==> config.mk <==
export PLATFORM = sky130hd
export DESIGN_NAME = riscv_core_boot_loader
export DESIGN_NICKNAME = d
export VERILOG_FILES = /design/src/rtl/riscv_core_boot_pkg.sv /design/src/rtl/riscv_core_boot_word_asm.sv /design/src/rtl/riscv_core_boot_loader.sv
export SDC_FILE = /design/constraint.sdc
export NUM_CORES = 1
export LEC_CHECK = 0
export CORE_ASPECT_RATIO = 2
export CORE_MARGIN = 2
export CORE_UTILIZATION = 50
export CTS_BUF_LIST = sky130_fd_sc_hd__clkbuf_8 sky130_fd_sc_hd__clkbuf_16
export DETAILED_ROUTE_END_ITERATION = 12
export PLACE_DENSITY_LB_ADDON = 0.12
export SLEW_MARGIN = 5
export SYNTH_ARGS = -nofsm -noshare
export SYNTH_HDL_FRONTEND = slang
export SYNTH_SLANG_ARGS = --single-unit
==> constraint.sdc <==
create_clock -name i_riscv_core_clk -period 5.3 [get_ports i_riscv_core_clk]
set_clock_uncertainty 0.15 [all_clocks]
set_input_delay 0.53 -clock i_riscv_core_clk [delete_from_list [all_inputs] [get_ports i_riscv_core_clk]]
set_output_delay 0.53 -clock i_riscv_core_clk [all_outputs]
set_load 0.1 [all_outputs]
==> src/rtl/riscv_core_boot_pkg.sv <==
`default_nettype none
// ============================================================================
// Module      : riscv_core_boot_pkg
// Description : Shared types and constants for the boot loader: loader FSM
//               states, bytes per assembled word and the frame field enum.
// Ports       : none (package)
// Revision    : 1.0 - initial release
// ============================================================================
package riscv_core_boot_pkg;

  typedef enum logic [2:0] {
    S_LEN  = 3'd0,
    S_DATA = 3'd1,
    S_CSUM = 3'd2,
    S_DONE = 3'd3,
    S_ERR  = 3'd4
  } boot_state_e;

  localparam int BOOT_WORD_BYTES = 4;

  // Which field of a frame a byte belongs to.
  typedef enum logic [1:0] {
    F_LEN  = 2'd0,
    F_DATA = 2'd1,
    F_CSUM = 2'd2
  } boot_frame_field_e;

endpackage
`default_nettype wire

==> src/rtl/riscv_core_boot_word_asm.sv <==
`default_nettype none
// ============================================================================
// Module      : riscv_core_boot_word_asm
// Description : Assembles little-endian 32-bit words from accepted bytes.
//               Byte k of a word lands in bits [8k+7:8k]; o_word_valid pulses
//               combinationally with the 4th accepted byte, and o_word then
//               carries the complete word.
// Ports       : i_clk, i_rst_n (async active-low), i_clear (sync counter
//               clear), i_byte_accept, i_byte_data[7:0],
//               o_word[31:0], o_word_valid
// Revision    : 1.0 - initial release
// ============================================================================
module riscv_core_boot_word_asm
  import riscv_core_boot_pkg::*;
(
  input  logic        i_clk,
  input  logic        i_rst_n,
  input  logic        i_clear,
  input  logic        i_byte_accept,
  input  logic [7:0]  i_byte_data,
  output logic [31:0] o_word,
  output logic        o_word_valid
);

  localparam logic [1:0] LAST_BYTE = 2'(BOOT_WORD_BYTES - 1);

  logic [1:0]  cnt_q, cnt_d;
  logic [31:0] shift_q, shift_d;

  always_comb begin
    cnt_d   = cnt_q;
    shift_d = shift_q;
    if (i_clear) begin
      cnt_d = 2'd0;
    end else if (i_byte_accept) begin
      shift_d[{cnt_q, 3'b000} +: 8] = i_byte_data;
      cnt_d                         = cnt_q + 2'd1;
    end
  end

  // The last byte bypasses the shift register so the FSM sees the full
  // word on the same edge that accepts it.
  assign o_word       = {i_byte_data, shift_q[23:0]};
  assign o_word_valid = i_byte_accept && !i_clear && (cnt_q == LAST_BYTE);

  always_ff @(posedge i_clk or negedge i_rst_n) begin
    if (!i_rst_n) begin
      cnt_q   <= 2'd0;
      shift_q <= 32'd0;
    end else begin
      cnt_q   <= cnt_d;
      shift_q <= shift_d;
    end
  end

endmodule
`default_nettype wire

==> src/rtl/riscv_core_boot_loader.sv <==
`default_nettype none
// ============================================================================
// Module      : riscv_core_boot_loader
// Description : Framed boot-stream loader. Parses LEN, LEN payload words and
//               an XOR checksum, writes payload words to memory from word 0,
//               and releases the core reset only after a matching checksum.
// Ports       : i_riscv_core_clk, i_riscv_core_rst_n (async active-low),
//               i_boot_byte_valid/i_boot_byte_data/o_boot_byte_ready (stream),
//               o_boot_mem_we/o_boot_mem_addr/o_boot_mem_wdata (memory write),
//               o_boot_core_rst_n, o_boot_busy, o_boot_done, o_boot_error
// Revision    : 1.0 - initial release
// ============================================================================
module riscv_core_boot_loader
  import riscv_core_boot_pkg::*;
#(
  parameter int XLEN      = 32,
  parameter int ADDR_W    = 13,
  parameter int MAX_WORDS = 5000
) (
  input  logic              i_riscv_core_clk,
  input  logic              i_riscv_core_rst_n,
  input  logic              i_boot_byte_valid,
  input  logic [7:0]        i_boot_byte_data,
  output logic              o_boot_byte_ready,
  output logic              o_boot_mem_we,
  output logic [ADDR_W-1:0] o_boot_mem_addr,
  output logic [XLEN-1:0]   o_boot_mem_wdata,
  output logic              o_boot_core_rst_n,
  output logic              o_boot_busy,
  output logic              o_boot_done,
  output logic              o_boot_error
);

  boot_state_e       state_q, state_d;
  logic [ADDR_W:0]   len_q, len_d;      // one extra bit: LEN may equal 2^ADDR_W
  logic [ADDR_W-1:0] idx_q, idx_d;
  logic [XLEN-1:0]   xor_q, xor_d;
  logic              ready_q, ready_d;
  logic              we_q, we_d;
  logic [ADDR_W-1:0] addr_q, addr_d;
  logic [XLEN-1:0]   wdata_q, wdata_d;
  logic              core_rst_n_q, core_rst_n_d;
  logic              busy_q, busy_d;
  logic              done_q, done_d;
  logic              error_q, error_d;

  logic        byte_accept;
  logic        asm_clear;
  logic [31:0] asm_word;
  logic        asm_word_valid;

  assign byte_accept = i_boot_byte_valid && ready_q;
  assign asm_clear   = (state_q == S_DONE) || (state_q == S_ERR);

  riscv_core_boot_word_asm u_word_asm (
    .i_clk         (i_riscv_core_clk),
    .i_rst_n       (i_riscv_core_rst_n),
    .i_clear       (asm_clear),
    .i_byte_accept (byte_accept),
    .i_byte_data   (i_boot_byte_data),
    .o_word        (asm_word),
    .o_word_valid  (asm_word_valid)
  );

  always_comb begin
    state_d      = state_q;
    len_d        = len_q;
    idx_d        = idx_q;
    xor_d        = xor_q;
    we_d         = 1'b0;
    addr_d       = addr_q;
    wdata_d      = wdata_q;
    core_rst_n_d = core_rst_n_q;
    done_d       = done_q;
    error_d      = error_q;

    if (asm_word_valid) begin
      case (state_q)
        S_LEN: begin
          idx_d = '0;
          xor_d = '0;
          len_d = asm_word[ADDR_W:0];
          if (asm_word > 32'(MAX_WORDS)) begin
            state_d = S_ERR;
            error_d = 1'b1;
          end else if (asm_word == 32'd0) begin
            state_d = S_CSUM;
          end else begin
            state_d = S_DATA;
          end
        end
        S_DATA: begin
          we_d    = 1'b1;
          addr_d  = idx_q;
          wdata_d = asm_word;
          xor_d   = xor_q ^ asm_word;
          idx_d   = idx_q + ADDR_W'(1);
          if (({1'b0, idx_q} + (ADDR_W + 1)'(1)) == len_q) begin
            state_d = S_CSUM;
          end
        end
        S_CSUM: begin
          if (asm_word == xor_q) begin
            state_d      = S_DONE;
            done_d       = 1'b1;
            core_rst_n_d = 1'b1;
          end else begin
            state_d = S_ERR;
            error_d = 1'b1;
          end
        end
        default: ;
      endcase
    end

    // Ready and busy both track the next state so they drop together with
    // the terminal-state entry.
    ready_d = (state_d == S_LEN) || (state_d == S_DATA) || (state_d == S_CSUM);
    busy_d  = ready_d && (busy_q || byte_accept);
  end

  always_ff @(posedge i_riscv_core_clk or negedge i_riscv_core_rst_n) begin
    if (!i_riscv_core_rst_n) begin
      state_q      <= S_LEN;
      len_q        <= '0;
      idx_q        <= '0;
      xor_q        <= '0;
      ready_q      <= 1'b1;
      we_q         <= 1'b0;
      addr_q       <= '0;
      wdata_q      <= '0;
      core_rst_n_q <= 1'b0;
      busy_q       <= 1'b0;
      done_q       <= 1'b0;
      error_q      <= 1'b0;
    end else begin
      state_q      <= state_d;
      len_q        <= len_d;
      idx_q        <= idx_d;
      xor_q        <= xor_d;
      ready_q      <= ready_d;
      we_q         <= we_d;
      addr_q       <= addr_d;
      wdata_q      <= wdata_d;
      core_rst_n_q <= core_rst_n_d;
      busy_q       <= busy_d;
      done_q       <= done_d;
      error_q      <= error_d;
    end
  end

  assign o_boot_byte_ready = ready_q;
  assign o_boot_mem_we     = we_q;
  assign o_boot_mem_addr   = addr_q;
  assign o_boot_mem_wdata  = wdata_q;
  assign o_boot_core_rst_n = core_rst_n_q;
  assign o_boot_busy       = busy_q;
  assign o_boot_done       = done_q;
  assign o_boot_error      = error_q;

endmodule
`default_nettype wire

==> results by group, run 1 <==
Synthesis
  • Synthesized-area fraction occupied by adder cells: 1.08%
  • Main combinational cell family by area after synthesis: simple AND/OR/NAND/NOR gates
  • Fraction of registers with async set or reset after synthesis: 100%
  • Synth Area per Inst: 9.76 sq um
  • Syn. warnings: 0
  • Simple-gate area share of the yosys netlist: 22.0%
  • Synth unique cells: 48
  • Area fraction in compound gates after synthesis: 8.98%
  • Post-Syn Area: 0.00697 sq mm
  • Total nets after synthesis: between 700 and 800
  • EDFF count, synth: 0
  • Number of flip-flops and latches in the synthesized netlist: 138
  • Primary flip-flop cell chosen by synthesis mapping: dfrtp_1
  • Share of cell area taken by muxes after synthesis: about 9.7%
  • Sequential area share after synthesis: 49.6%
  • Number of standard cells after synthesis: 714
  • Synthesized-area fraction occupied by xor and xnor cells: under 10%

Route
  • First drt pass iteration count: 5
  • Post-DRT Antenna Nets: 0
  • Detailed Route WL: 16,600 microns
  • Ratio of routed vias to standard cells: just under 6
  • DRC marker count from the first detailed-route iteration: 505
  • Vias: 5,344
  • Post-DR wirelength/cell: 18.0 microns
  • DRC violations left: 0

Layout
  • Antenna fix cells: 0
  • Share of cells above drive strength 1: between 10% and 20%
  • Nets@finish: around 770
  • Post-route cell area: 0.00827 sq mm
  • Area delta synth->final: 18.6%

STA
  • Worst slew slack as a fraction of its limit: 20.5%
  • Final critical-path setup slack: 2.49 ns
  • Final max-slew violation count: 0
  • Hold Worst Slack: -0.00264 ns
  • Period utilization: 53.0%
  • Aggregate negative setup slack: 0 ns
  • Max Freq: 356 MHz
  • RSZ-0062 raised after global routing: false
  • Count of endpoints failing setup in the final report: 0
  • Hold Vio Cnt, Final: 1
  • Time the worst path needs with I/O delays and setup: 2.81 ns
  • Pin slew with the least headroom to its limit: between 1 and 1.5 ns

Global route
  • Remaining Overflow, GRT: 0
  • Initial antenna violation count: 0
  • Vias in the first global route: 5,123
  • Total global routing track utilization: 24.1%
  • First-pass GRT wire length: 27,600 microns
  • Largest net degree at the start of global routing: 86

Clocking
  • H-tree levels: 4
  • Hold buffer count at CTS: 0
  • Number of buffers inserted by post-CTS setup repair: 0
  • Quantity of gates resized following cts: 0
  • Buffers from clock root to sink, at most: 2
  • TritonCTS sink count: 138
  • Number of buffers created by CTS: 17
  • Clock slew seen by the registers of the worst setup and hold paths: 0.06 ns
  • Insertion delay to the later sink of the worst-skew pair: 0.42 ns
  • Clock root cell: clkbuf_16
  • Clock tree from TritonCTS: yes

Run status
  • Violated checks: negative hold slack
  • Run status: finished, violations left

Floorplan
  • Initial Util: 50.7%
  • Vertical extent of the die: 171 microns
  • Total Die Area: 0.0150 sq mm
  • Placeable Area: 0.0137 sq mm
  • Die width: between 80 and 90 microns
  • Number of standard-cell rows in the floorplan: 61
  • # IOs: a little over 60

Worst setup path
  • Worst Setup End Kind: flop
  • Worst Setup Path Type: in2reg
  • Req. time, crit path: around 5.5 ns
  • Standard cell with the maximum stage delay on the critical path: or3_2
  • Arrival time of data at the critical path endpoint: 2.96 ns
  • Chain of cells forming the critical path: clkdlybuf4s50_1, nand4b_1, or2_2, or3_2, mux2_2
  • CP startpoint kind: primary input
  • Stage delay of the slowest cell on the critical path: roughly 0.9 ns
  • Top fanout value on the critical path: 48

Placed design
  • IO buf count: 61
  • Gpl congestion: 0.829
  • DPL Wire Length: 10,800 microns
  • Setup slack after placement: 2.05 ns
  • DP Area: 0.00761 sq mm

Job
  • Max_cap viols: 0

Power
  • Overall power consumption: 5210 uW
  • Leak Pwr: 0.00348 uW
  • Worst-case vdd ir drop: 0.689 mV
  • Power per unit of standard cell area: 630 mW/mm^2

Hold path
  • Hold Path Class: in2async
[synth_stat cells (2+ instances only)]
master | n | area, sq um
a21o_1 | 3 | 22.5
a21oi_1 | 14 | 70.1
a22o_1 | 4 | 35.0
and3_1 | 2 | 12.5
buf_1 | 3 | 11.3
buf_2 | 12 | 60.1
clkbuf_1 | 30 | 113
dfrtp_1 | 137 | 3430
ha_1 | 6 | 75.1
inv_1 | 9 | 33.8
mux2_2 | 58 | 653
mux2i_1 | 2 | 20.0
nand2_1 | 141 | 529
nand2b_1 | 6 | 37.5
nand3_1 | 13 | 65.1
nand3b_1 | 2 | 15.0
nand4_1 | 19 | 119
nor2_1 | 12 | 45.0
nor2b_1 | 30 | 188
nor3_1 | 14 | 70.1
nor3b_1 | 34 | 255
nor4_1 | 12 | 75.1
o211ai_1 | 3 | 22.5
o21ai_0 | 71 | 355
o22ai_1 | 2 | 12.5
o31ai_1 | 3 | 22.5
or2_2 | 2 | 12.5
or3_1 | 6 | 37.5
or4_1 | 3 | 22.5
xnor2_1 | 42 | 368
xor2_1 | 2 | 17.5
[worst paths after layout]
check                                   startpoint              endpoint  slack [ns]  depth (start not counted)
setup / recovery                 i_boot_byte_valid  o_boot_mem_wdata[28]        2.49                          5
hold / removal                  i_riscv_core_rst_n  o_boot_mem_wdata[20]      -0.003                          1
setup reg to reg               u_word_asm.cnt_q[0]  o_boot_mem_wdata[28]        2.53                          5
hold reg to reg                       o_boot_error          o_boot_error        0.30                          1
max in group asynchronous       i_riscv_core_rst_n              idx_q[3]        3.75                          2
min in group i_riscv_core_clk         o_boot_error          o_boot_error        0.30                          1
[layout make-up]
type,count,area [sq um]
clock buffer,18,439
clock inverter,14,218
fill,1165,5470
inverter,9,33.8
multi-input combinational,521,3290
sequential,138,3450
tap,157,196
timing repair buffer,64,634
[cells by family after synthesis]
logic type | after synthesis
AOI/OAI and AO/OA | 110
and+or+nand+nor | 301
DFF | 138
muxes | 60
buffers and inverters | 55
adders and majority gates | 6
xor gates and xnor gates | 44
[cells in the final DEF, fill, tap and decap left out, types with 4 or more instances in the layout]
| master | count |
|---|---|
| nor2_1 | 12 |
| nor3b_1 | 34 |
| or3_1 | 5 |
| dfrtp_1 | 137 |
| nor4_1 | 12 |
| xnor2_1 | 42 |
| nor3_1 | 14 |
| mux2_2 | 58 |
| nor2b_1 | 30 |
| o21ai_0 | 71 |
| ha_1 | 6 |
| inv_1 | 10 |
| nand4_1 | 19 |
| nand3_1 | 13 |
| a21oi_1 | 14 |
| nand2_1 | 141 |
| clkdlybuf4s50_1 | 60 |
| bufinv_16 | 5 |
| a22o_1 | 4 |
| nand2b_1 | 6 |
| clkbuf_16 | 17 |
[flip-flops by register name, indices dropped and copies added, names as in the netlist, 2 cells and up]
signal / count
len_q: 14
o_boot_mem_wdata: 32
o_boot_mem_addr: 13
state_q: 3
xor_q: 32
u_word_asm.shift_q: 24
u_word_asm.cnt_q: 2
idx_q: 13
[metal layers]
layer	wire length [microns]	track usage, %	vias to the layer above
li1	-	-	2542
met1	7330	32.8	2627
met2	8290	38.8	144
met4	373	7.83	0
met3	585	4.39	31
met5	0	0	-
[worst max-delay path: cells and delay by family]
family	cells	cell delay, ns
buffers and inverters	1	0.52
AND/OR/NAND/NOR	3	1.44
multiplexers	1	0.45
[power breakdown]
part,switching [uW],internal [uW],total (uW)
Clock,474,851,1320
Sequential,368,1360,1730
Combinational,1470,684,2150
[metrics by stage]
step | util [%] | cells
after floorplan | - | 714
after global placement | 55.4 | 889
after detailed placement | 55.4 | 889
after CTS | 60.2 | 921
after global routing | 60.2 | 921
final | 60.2 | 921
Power figures use the tool's default switching activity.
==> run 2, diff against run 1 <==
clock period = 2.8 ns   (was 5.3 ns; I/O delays follow)
==> results by group, run 2 (synthesized netlist as in run 1, its figures left out) <==
Run status
  • Run status: finished clean (was finished, violations left)

Power
  • Internal power: 5220 uW (was 2890 uW)
  • Relative contribution of sequential cells to total power: 33.3% (was 33.2%)
  • Switching power summed over all nets: 4430 uW (was 2310 uW)
  • Sw frac: 45.9% (was 44.4%)
  • Leak Pwr: 0.00370 uW (was 0.00348 uW)
  • Power per unit of standard cell area: 1160 mW/mm^2 (was 630 mW/mm^2)
  • Overall power consumption: 9640 uW (was 5210 uW)
  • Worst-case vdd ir drop: 0.686 mV (was 0.689 mV)
  • Combinational share of power: 43.6% (was 41.4%)
  • Clock power frac: 23.1% (was 25.5%)

Global route
  • Initial antenna violation count: 0 (unchanged)
  • Total global routing track utilization: 24.5% (was 24.1%)
  • First-pass GRT wire length: 27,900 microns (was 27,600 microns)
  • Vias in the first global route: 5,050 (was 5,123)
  • Largest net degree at the start of global routing: 58 (was 86)
  • Remaining Overflow, GRT: 0 (unchanged)

Route
  • DRC marker count from the first detailed-route iteration: 427 (was 505)
  • Post-DR wirelength/cell: 17.9 microns (was 18.0 microns)
  • Detailed Route WL: 17,100 microns (was 16,600 microns)
  • DRC violations left: 0 (unchanged)
  • Post-DRT Antenna Nets: 0 (unchanged)
  • First drt pass iteration count: 4 (was 5)
  • Ratio of routed vias to standard cells: 5.66 (was 5.80)
  • Vias: 5,410 (was 5,344)

Layout
  • Antenna fix cells: 0 (unchanged)
  • Sequential standard cell area: 0.00345 sq mm (unchanged)
  • Most common cell after layout, fill and taps aside: nand2_1 (unchanged)
  • Post-route cell area: 0.00834 sq mm (was 0.00827 sq mm)
  • Commonest non-fill, non-tap cells in the layout: nand2_1, dfrtp_1, buf_4 (was nand2_1, dfrtp_1, o21ai_0)
  • Area delta synth->final: 19.6% (was 18.6%)
  • Nets@finish: 802 (was 768)
  • FILL cells: 1,171 (was 1,165)
  • Share of cells above drive strength 1: 22.8% (was 13.0%)
  • Area occupied by multi-input gates: 0.00329 sq mm (unchanged)

Floorplan
  • Total Die Area: 0.0150 sq mm (unchanged)
  • Number of standard-cell rows in the floorplan: 61 (unchanged)
  • Placeable Area: 0.0137 sq mm (unchanged)
  • # IOs: 62 (unchanged)
  • Vertical extent of the die: 171 microns (unchanged)
  • Die width: 87.5 microns (unchanged)
  • Initial Util: 50.7% (unchanged)

Worst setup path
  • Launch point of the critical path: idx_q[0] (was i_boot_byte_valid)
  • CP startpoint kind: flop (was primary input)
  • Worst Setup End Kind: flop (unchanged)
  • Top fanout value on the critical path: 7 (was 48)
  • Arrival time of data at the critical path endpoint: 2.67 ns (was 2.96 ns)
  • Req. time, crit path: 2.93 ns (was 5.45 ns)
  • Worst Setup Path Type: reg2reg (was in2reg)
  • Beginning of the worst register-to-register path: idx_q[0] (was u_word_asm.cnt_q[0])

STA
  • Hold Worst Slack: 0.155 ns (was -0.00264 ns)
  • Period utilization: between 90% and 100%
  • Max Freq: 393 MHz
  • Pin slew with the least headroom to its limit: 0.605 ns (was 1.19 ns)
  • Count of endpoints failing setup in the final report: 0 (unchanged)
  • Aggregate negative setup slack: 0 ns (unchanged)
  • Time the worst path needs with I/O delays and setup: roughly 2.5 ns
  • Worst slew slack as a fraction of its limit: 59.7% (was 20.5%)
  • RSZ-0062 raised after global routing: false (unchanged)
  • Final max-slew violation count: 0 (unchanged)
  • Hold Vio Cnt, Final: 0 (was 1)

Clocking
  • Clock slew seen by the registers of the worst setup and hold paths: 0.06 ns (about the same)
  • H-tree levels: 4 (unchanged)
  • Number of buffers created by CTS: 17 (unchanged)
  • Quantity of gates resized following cts: 0 (unchanged)
  • Buffers from clock root to sink, at most: 2 (unchanged)
  • Insertion delay to the later sink of the worst-skew pair: 0.42 ns (about the same)
  • Clock tree from TritonCTS: yes (unchanged)
  • TritonCTS sink count: 138 (unchanged)
  • Clock root cell: clkbuf_16 (unchanged)

Placed design
  • IO buf count: 61 (unchanged)
  • Gpl congestion: 0.909 (was 0.829)
  • DPL Wire Length: 12,000 microns (was 10,800 microns)
  • DP Area: 0.00774 sq mm (was 0.00761 sq mm)

Hold path
  • Hold Path Class: in2async (unchanged)

Job
  • Max_cap viols: 0 (unchanged)
==> run 2: final timing paths <==
kind | cells past startpoint | slack [ns] | end
max | 7 | 0.26 | state_q[0]
min | 2 | 0.15 | u_word_asm.shift_q[19]
max reg2reg | 7 | 0.26 | state_q[0]
min reg2reg | 1 | 0.33 | o_boot_error
max in group asynchronous | 3 | 1.60 | xor_q[6]
min in group i_riscv_core_clk | 1 | 0.33 | o_boot_error
==> run 2: repair_timing <==
action                                 in CTS  in global routing
setup buffers                               0                  0
hold buffers                                1                  0
endpoints found under the hold margin      80                  0
==> run 2: cell type report <==
cell class | instances | area share, %
flip-flops and latches | 138 | 41.4
inverters | 9 | 0.405
multi-input cells | 521 | 39.5
well taps | 157 | 2.36
repair buffers | 98 | 9.32
clock buffers | 18 | 5.27
clock inverters | 14 | 1.74
==> run 2: worst max-delay path: stages (launching register included) <==
cell and delay (ns):
dfrtp_1 0.44, ha_1 0.29, nand3_1 0.22, or4_1 0.52, xnor2_1 0.20, o31ai_1 0.11, nor4_1 0.35, o211ai_1 0.13
==> run 2: power by group through the flow <==
| stage | sequential (uW) | combinational [uW] | clock [uW] |
|---|---|---|---|
| after global routing | 3320 | 4500 | 2350 |
| after floorplan | 4630 | 1660 | 0 |
| final | 3220 | 4200 | 2220 |
| after detailed placement | 3240 | 4200 | 0 |
| after global placement | 3220 | 4140 | 0 |
| after CTS | 3220 | 4210 | 2270 |
==> run 2: metrics by stage <==
step | cells | utilization [%] | worst slack (ns)
2_1_floorplan | 714 | - | 0.134
3_3_place_gp | 922 | 56.4 | 0.290
3_5_place_dp | 922 | 56.4 | 0.249
4_1_cts | 955 | 60.7 | 0.269
5_1_grt | 955 | 60.7 | 0.0339
6_report | 955 | 60.7 | 0.258
==> run 2: layer usage <==
layer	vias to the layer above	part of all wire (%)	GRT usage, %
met3	29	4.2	4.68
li1	2616	-	-
met5	-	0	0
met4	0	2.3	8.70
met2	134	49	38.8
met1	2631	44	33.4
==> run 3, diff against run 2 <==
CORE_UTILIZATION = 35   (was 50)
CTS_BUF_LIST = sky130_fd_sc_hd__clkbuf_8   (was sky130_fd_sc_hd__clkbuf_8 sky130_fd_sc_hd__clkbuf_16)
RECOVER_POWER = 50   (was unset)
==> results by group, run 3 (synthesized netlist as in run 1, its figures left out) <==
Run status
  • Run status: finished clean (unchanged)

Global route
  • Total global routing track utilization: 19.6% (was 24.5%)
  • First-pass GRT wire length: 31,400 microns (was 27,900 microns)
  • Largest net degree at the start of global routing: 84 (was 58)
  • Initial antenna violation count: 0 (unchanged)
  • Remaining Overflow, GRT: 0 (unchanged)
  • Vias in the first global route: 5,584 (was 5,050)

Placed design
  • IO buf count: 61 (unchanged)
  • Gpl congestion: 0.852 (was 0.909)
  • DPL Wire Length: 14,500 microns (was 12,000 microns)

Hold path
  • Hold path endpoint: u_word_asm.cnt_q[1]
  • Depth of the worst hold-timing path: 3
  • Beginning of the worst hold path: i_boot_byte_valid
  • Hold Path Class: in2reg (was in2async)

Worst setup path
  • Worst Setup End Kind: flop (unchanged)
  • Worst r2r path cells: 7 (unchanged)
  • Reg-to-reg setup timing slack: 0.28 ns (was 0.26 ns)
  • Req. time, crit path: 2.99 ns (was 2.93 ns)
  • Arrival time of data at the critical path endpoint: 2.71 ns (was 2.67 ns)
  • Top fanout value on the critical path: 6 (was 7)
  • Capture instance of the worst register-to-register path: state_q[0] (unchanged)
  • Beginning of the worst register-to-register path: idx_q[1] (was idx_q[0])
  • Worst Setup Path Type: reg2reg (unchanged)
  • Stage delay of the slowest cell on the critical path: 0.51 ns (was 0.52 ns)
  • Standard cell with the maximum stage delay on the critical path: or4_1 (unchanged)
  • Chain of cells forming the critical path: ha_1, nand3_1, or4_1, xnor2_1, o31ai_1, nor4_2, o211ai_1 (was ha_1, nand3_1, or4_1, xnor2_1, o31ai_1, nor4_1, o211ai_1)
  • CP startpoint kind: flop (unchanged)

Power
  • Combinational share of power: 46.4% (was 43.6%)
  • Worst-case vdd ir drop: 0.652 mV (was 0.686 mV)
  • Internal power: 4740 uW (was 5220 uW)
  • Relative contribution of sequential cells to total power: 34.9% (was 33.3%)
  • Leak Pwr: 0.00354 uW (was 0.00370 uW)
  • Clock power frac: 18.6% (was 23.1%)
  • Power per unit of standard cell area: 1120 mW/mm^2 (was 1160 mW/mm^2)
  • Sw frac: 48.4% (was 45.9%)
  • Switching power summed over all nets: 4440 uW (was 4430 uW)

Route
  • Post-DRT Antenna Nets: 0 (unchanged)
  • Post-DR wirelength/cell: 18.7 microns (was 17.9 microns)
  • DRC violations left: 0 (unchanged)
  • Ratio of routed vias to standard cells: 5.15 (was 5.66)
  • Vias: 5,447 (was 5,410)
  • Detailed Route WL: 19,800 microns (was 17,100 microns)
  • First drt pass iteration count: 4 (unchanged)
  • DRC marker count from the first detailed-route iteration: 278 (was 427)

Floorplan
  • Placeable Area: 0.0197 sq mm (was 0.0137 sq mm)
  • Vertical extent of the die: 204 microns (was 171 microns)
  • Die width: 104 microns (was 87.5 microns)
  • Total Die Area: 0.0211 sq mm (was 0.0150 sq mm)
  • Number of standard-cell rows in the floorplan: 73 (was 61)
  • Initial Util: 35.3% (was 50.7%)
  • # IOs: 62 (unchanged)

Clocking
  • Clock root cell: clkbuf_8 (was clkbuf_16)
  • TritonCTS sink count: 138 (unchanged)
  • H-tree levels: 4 (unchanged)
  • Buffers from clock root to sink, at most: 2 (unchanged)
  • Number of buffers created by CTS: 17 (unchanged)
  • Clock tree from TritonCTS: yes (unchanged)
  • Insertion delay to the later sink of the worst-skew pair: 0.47 ns (was 0.42 ns)
  • Clock slew seen by the registers of the worst setup and hold paths: 0.08 ns (was 0.06 ns)

Layout
  • Utilization after layout: 41.6% (was 60.7%)
  • Area delta synth->final: 17.8% (was 19.6%)
  • Antenna fix cells: 0 (unchanged)
  • Most common cell after layout, fill and taps aside: nand2_1 (unchanged)
  • Commonest non-fill, non-tap cells in the layout: nand2_1, dfrtp_1, o21ai_0 (was nand2_1, dfrtp_1, buf_4)
  • FILL cells: 2,009 (was 1,171)
  • Share of cells above drive strength 1: 19.6% (was 22.8%)
  • Nets@finish: 799 (was 802)

STA
  • Max Freq: 398 MHz (was 393 MHz)
  • Count of endpoints failing setup in the final report: 0 (unchanged)
  • Period utilization: 89.8% (was 90.8%)
  • Worst slew slack as a fraction of its limit: 18.4% (was 59.7%)
  • Hold Vio Cnt, Final: 0 (unchanged)
  • Time the worst path needs with I/O delays and setup: 2.52 ns (was 2.54 ns)
  • RSZ-0062 raised after global routing: false (unchanged)
  • Aggregate negative setup slack: 0 ns (unchanged)
  • Final max-slew violation count: 0 (unchanged)
  • Pin slew with the least headroom to its limit: 1.22 ns (was 0.605 ns)

Job
  • Max_cap viols: 0 (unchanged)
## run 3: changes by cell type in the layout (fill, tap and decap cells not counted), moves of 2 or more
cell | before | now
inv_6 | 4 | 0
clkinvlp_4 | 5 | 2
clkbuf_8 | 1 | 24
buf_4 | 86 | 58
clkbuf_1 | 0 | 23
clkbuf_16 | 17 | 0
clkbuf_2 | 0 | 2
## run 3: worst max path at each step
stage | from | end | cells after the start
3_3_place_gp | idx_q[1] | state_q[0] | 7
4_1_cts | idx_q[2] | state_q[0] | 6
2_1_floorplan | o_boot_byte_ready | o_boot_mem_addr[0] | 6
3_5_place_dp | idx_q[2] | state_q[0] | 6
5_1_grt | idx_q[1] | state_q[0] | 7
6_report | idx_q[1] | state_q[0] | 7
## run 3: final cells by class
| class | count | area [sq um] | share of cell area, % |
|---|---|---|---|
| Clock buffer | 24 | 330 | 4.02 |
| Inverter | 9 | 33.8 | 0.412 |
| Sequential cell | 138 | 3450 | 42.1 |
| Multi-Input combinational cell | 521 | 3300 | 40.2 |
| Clock inverter | 8 | 91.3 | 1.11 |
| Timing Repair Buffer | 95 | 672 | 8.19 |
| Tap cell | 262 | 328 | 3.99 |
## run 3: power by group through the flow
| stage | sequential [uW] | combinational (uW) | clock, uW |
|---|---|---|---|
| global placement | 3230 | 4310 | 0 |
| floorplan | 4630 | 1660 | 0 |
| global route | 3310 | 4540 | 1860 |
| detailed placement | 3260 | 4370 | 0 |
| finish | 3210 | 4260 | 1710 |
| CTS | 3220 | 4390 | 1770 |
## run 3: metal layers
layer | global-route usage [%] | up-vias | wire length, microns
li1 | - | 2604 | -
met1 | 19.6 | 2676 | 7050
met2 | 38.1 | 119 | 11300
met3 | 3.58 | 48 | 507
met4 | 10.2 | 0 | 928
met5 | 0 | - | 0
## run 3: worst max-delay path: cells and delay by family, from the launching register on
family | cells | cell delay [ns]
adder cells (fa/ha/maj) | 1 | 0.31
AND/OR/NAND/NOR | 3 | 1.03
AO/OA/AOI/OAI | 2 | 0.28
XOR/XNOR | 1 | 0.21
flip-flops | 1 | 0.42
## run 3: what timing repair did
action / 4_1_cts / 5_1_grt
hold endpoints to repair: 45 / 0
endpoints found under the setup margin: 0 / 2
setup buffers: 0 / 1
gates resized for setup: 0 / 1
hold buffers: 1 / 0
## run 3: stage by stage
step,hold slack [ns],std cells,total power (uW),area [sq um],setup WS (ns)
2_1_floorplan,-0.166,714,6290,6970,0.134
3_3_place_gp,0.0887,1023,7550,7860,0.234
3_5_place_dp,0.101,1023,7630,7860,0.179
4_1_cts,0.168,1056,9380,8290,0.174
5_1_grt,0.348,1057,9710,8210,0.122
6_report,0.327,1057,9180,8210,0.285
